==> src/rtl/c7bbiu_ird.sv <==
// c7bbiu_ird: BIU read responder for ICU linefill and single reads.
// One AXI4 INCR read burst per acked request, beats returned a cycle later.
module c7bbiu_ird #(
  parameter logic [3:0] AXI_ID = 4'h0
) (
  input  logic        clk,
  input  logic        resetn,
  input  logic        icu_biu_req,
  input  logic [28:0] icu_biu_addr,
  input  logic        icu_biu_single,
  output logic        biu_icu_ack,
  output logic        biu_icu_data_valid,
  output logic        biu_icu_data_last,
  output logic [63:0] biu_icu_data,
  output logic        biu_icu_fault,
  output logic [3:0]  arid,
  output logic [31:0] araddr,
  output logic [7:0]  arlen,
  output logic [2:0]  arsize,
  output logic [1:0]  arburst,
  output logic        arvalid,
  input  logic        arready,
  input  logic [3:0]  rid,
  input  logic [63:0] rdata,
  input  logic [1:0]  rresp,
  input  logic        rlast,
  input  logic        rvalid,
  output logic        rready
);

  typedef enum logic [1:0] {
    IDLE,
    AR,
    RD
  } state_t;

  state_t state;
  state_t state_nxt;

  logic [1:0] cnt;
  logic       sticky;
  logic       beat;
  logic       err;
  logic       fin;

  assign biu_icu_ack = icu_biu_req & (state == IDLE);
  assign arvalid     = (state == AR);
  assign rready      = (state == RD);
  assign arid        = AXI_ID;
  assign arsize      = 3'b011;
  assign arburst     = 2'b01;

  assign beat = rvalid & rready;
  assign err  = rresp[1] | (rid != AXI_ID);
  // End of burst is set by our own count; rlast only feeds fault checks
  assign fin  = (cnt == arlen[1:0]);

  always_comb begin
    state_nxt = state;
    unique case (state)
      IDLE: if (biu_icu_ack) state_nxt = AR;
      AR:   if (arready) state_nxt = RD;
      RD:   if (beat && fin) state_nxt = IDLE;
      default: state_nxt = IDLE;
    endcase
  end

  always_ff @(posedge clk or negedge resetn) begin
    if (!resetn) begin
      state <= IDLE;
    end else begin
      state <= state_nxt;
    end
  end

  always_ff @(posedge clk or negedge resetn) begin
    if (!resetn) begin
      araddr <= '0;
      arlen  <= '0;
      cnt    <= '0;
      sticky <= 1'b0;
    end else if (biu_icu_ack) begin
      cnt    <= '0;
      sticky <= 1'b0;
      if (icu_biu_single) begin
        araddr <= {icu_biu_addr, 3'b000};
        arlen  <= 8'd0;
      end else begin
        araddr <= {icu_biu_addr[28:2], 5'b00000};
        arlen  <= 8'd3;
      end
    end else if (beat) begin
      cnt    <= cnt + 2'd1;
      sticky <= sticky | err | (rlast & ~fin);
    end
  end

  always_ff @(posedge clk or negedge resetn) begin
    if (!resetn) begin
      biu_icu_data_valid <= 1'b0;
      biu_icu_data_last  <= 1'b0;
      biu_icu_fault      <= 1'b0;
      biu_icu_data       <= '0;
    end else begin
      biu_icu_data_valid <= beat;
      biu_icu_data_last  <= beat & fin;
      biu_icu_fault      <= 1'b0;
      if (beat) begin
        biu_icu_data  <= rdata;
        biu_icu_fault <= fin ? (err | sticky | ~rlast) : err;
      end
    end
  end

endmodule

==> config.mk <==
export PLATFORM = sky130hd
export DESIGN_NAME = c7bbiu_ird
export DESIGN_NICKNAME = d
export VERILOG_FILES = /design/src/rtl/c7bbiu_ird.sv
export SDC_FILE = /design/constraint.sdc
export NUM_CORES = 1
export LEC_CHECK = 0
export CORE_MARGIN = 2
export CORE_UTILIZATION = 35
export CTS_CLUSTER_DIAMETER = 50
export CTS_CLUSTER_SIZE = 40
export DETAILED_ROUTE_END_ITERATION = 16
export PLACE_DENSITY = 0.77
export SYNTH_ARGS = -nofsm -noshare
export SYNTH_HDL_FRONTEND = slang
export SYNTH_SLANG_ARGS = --single-unit
==> constraint.sdc <==
create_clock -name clk -period 1.4 [get_ports clk]
set_input_delay 0.21 -clock clk [delete_from_list [all_inputs] [get_ports clk]]
set_output_delay 0.21 -clock clk [all_outputs]
set_load 0.03 [all_outputs]
==> impl_metrics.toml <==
[floorplan]
dieWidth_um = 112
core_mm2 = 0.0114
dieHeight_um = 112
pin_count = 225
initial_core_util_pct = 35.8
row_count = 39
die_area_mm2 = 0.0126

[outcome]
violations = "negative setup slack"
status = "complete, but fails checks"

[timing]
finalWorstSetupSlack_ps = -189
hold_viol = 0
finClkSkew_ps = 4.87
max_clock_freq_mhz = 629
tns_ps = -8470
rsz0062_at_grt = "true"
drv_slew = 0
setup_viol = 87
post-route-min-period_ps = 1590
min_period_over_period_pct = 114

[layout]
n_antenna_cell = 0
nets = 654
fin_cells = 696
drive_gt1_share_pct = 28.0
area_growth_pct = 76.7

[worst_setup_path]
crit_path_max_incr_delay_ps = 430
critical_path_required_ps = 1190
critical_path_class = "reg2out"
critPathTopFamily = "simple AND/OR/NAND/NOR gates"
worstPathMaxFanout = 4
path_cells = "or3b_4, clkinv_4, buf_6"
cp_num_buf_inv = 2
crit_arrival_ps = 1380
endpoint_kind = "output pin"
cp-start-kind = "flip-flop"
worst_path_max_delay_cell = "or3b_4"

[logic_synthesis]
synthCells = 316
synth_area_leaders = "dfrtp_1 (62%), mux2_2 (17%), nand2_1 (7.9%)"
synth-async-reset-ratio_pct = 100
synth.most_common_cell = "dfrtp_1"
synth_top_flop_cell = "dfrtp_1"
ys_seq_elements = 102
seq_area_frac_synth_pct = 62.4
yosys.area.top_type = "dfrtp_1"
ys.warnings.count = 0
synth_edf_count = 0
ys_top_cells_by_count = "dfrtp_1 (102), nand2_1 (86), mux2_2 (61)"
synth_top_area_share_pct = 62.4
syn_avg_cell_area_um2 = 12.9
ys_types = 30
netlist_area_mm2 = 0.00409

[routing]
avgViaCountPerCell = 4.64
wirelength_um = 12000
routedWlPerCell_um = 17.3
drc = 0
drt-initial-drc-count = 132
dr.pass1.iters = 4
via_count = 3227
ant_nets = 0

[grt]
grt_overflow_total = 0
grt_antenna_before_repair = 0
track_usage_pct = 19.4
grt_pass1_vias = 3572
grt_max_degree = 46
grt_pass1_wl_um = 19000

[pwr]
p_total_mw = 17.5
ir_drop_v = 0.00157
leakagePower_nw = 3.53
p_per_area_mw_per_mm2 = 2420

[place]
routabilityCongestion = 0.806
port_buffers = 205
place_inst = 661
dpl.hpwl_um = 8010

[clocking]
cts_buffer_depth = 2
clk_latency_ps = 340
root_buffer = "clkbuf_16"
cts.htree.levels = 3
clkSinkCount = 102
cts_tree = "yes"
clk_pin_slew_ps = 70
cts_buffers = 9

[flow_run]
max-cap-violations = 0

[min_path]
hp-class = "in2async"
[cell families (layout without fill, tap and decap cells)]
kind of cell / Yosys count / count (layout) / share of synthesized area [%]
flops: 102 / 102 / 62.4
simple gates: 100 / 100 / 10.2
mux: 64 / 64 / 17.9
buf+inv: 37 / 258 / 7.49
compound gates: 9 / 9 / 1.44
other cells: 2 / 18 / 0.184
xor+xnor: 2 / 2 / 0.428
[registers in the layout (all words and copies together) (netlist names)]
name,flops
biu_icu_data_valid,1
biu_icu_data_last,1
sticky,1
arlen,1
biu_icu_data,64
state,2
biu_icu_fault,1
cnt,2
araddr,29
[path summary, 6_finish.rpt]
kind                       slack [ps]                    from  cells after the start                           end
hold / removal                    290                  resetn                      2  biu_icu_data[31]$_DFFE_PN0P_
setup / recovery                 -190    state[1]$_DFFE_PN0P_                      3                   biu_icu_ack
setup reg to reg                 -170    state[1]$_DFFE_PN0P_                      7  biu_icu_data[14]$_DFFE_PN0P_
max in group asynchronous         570                  resetn                      3  biu_icu_data[60]$_DFFE_PN0P_
min in group clk                  390        icu_biu_addr[15]                      3        araddr[18]$_DFFE_PN0P_
hold reg to reg                   470  araddr[12]$_DFFE_PN0P_                      2        araddr[12]$_DFFE_PN0P_
[per-layer routing]
metal	part of all wire (%)	track usage [%]	vias to the layer above
met5	0	0	-
li1	-	-	1456
met4	1.7	5.93	0
met3	8.7	7.72	17
met2	50	32.4	149
met1	39	23.2	1605
[stage by stage]
step | area, µm² | utilization (%) | hold slack [ps] | setup WS (ps)
floorplan | 4260 | - | -85.6 | -114
global placement | 6360 | 55.7 | 115 | -223
detailed placement | 6360 | 55.7 | 122 | -251
CTS | 7060 | 61.9 | 286 | -255
global route | 7230 | 63.3 | 316 | -255
finish | 7230 | 63.3 | 293 | -189
[area by class of cell]
class	count	area [µm²]
clock buffers	13	270
well taps	143	179
clock inverters	3	65.1
repair buffers	238	2510
multi-input cells	193	1630
inverters	4	27.5
fillers	910	4190
flip-flops and latches	102	2550
[report_power, final]
part / leakage, nW / internal (mW) / switching [mW]
registers: 1.24 / 4.40 / 0.803
clock network: 0.166 / 1.71 / 1.07
logic: 2.12 / 4.27 / 5.21
[cell usage in the layout, fill, tap and decap left out, types with 2 or more instances in the layout]
cell / count
a21oi_1: 2
a22o_1: 2
buf_12: 15
buf_16: 4
buf_4: 7
buf_6: 8
bufinv_16: 2
clkbuf_16: 11
clkbuf_8: 3
clkdlybuf4s15_1: 3
clkdlybuf4s50_1: 103
conb_1: 18
dfrtp_1: 100
dfrtp_2: 2
dlygate4sd2_1: 93
mux2_4: 63
nand2_1: 61
nand2_2: 21
nand2_4: 5
nand3_1: 2
nand3_2: 2
nor2_1: 3
o21ai_0: 2
[what timing repair did]
item,in CTS,in global routing
endpoints found under the setup margin,156,104
setup buffers,11,5
cloned,4,2
pin swaps,1,13
hold buffers,1,0
gates resized for setup,155,52
endpoints found under the hold margin,19,0
(Power assumes the default switching activity.)
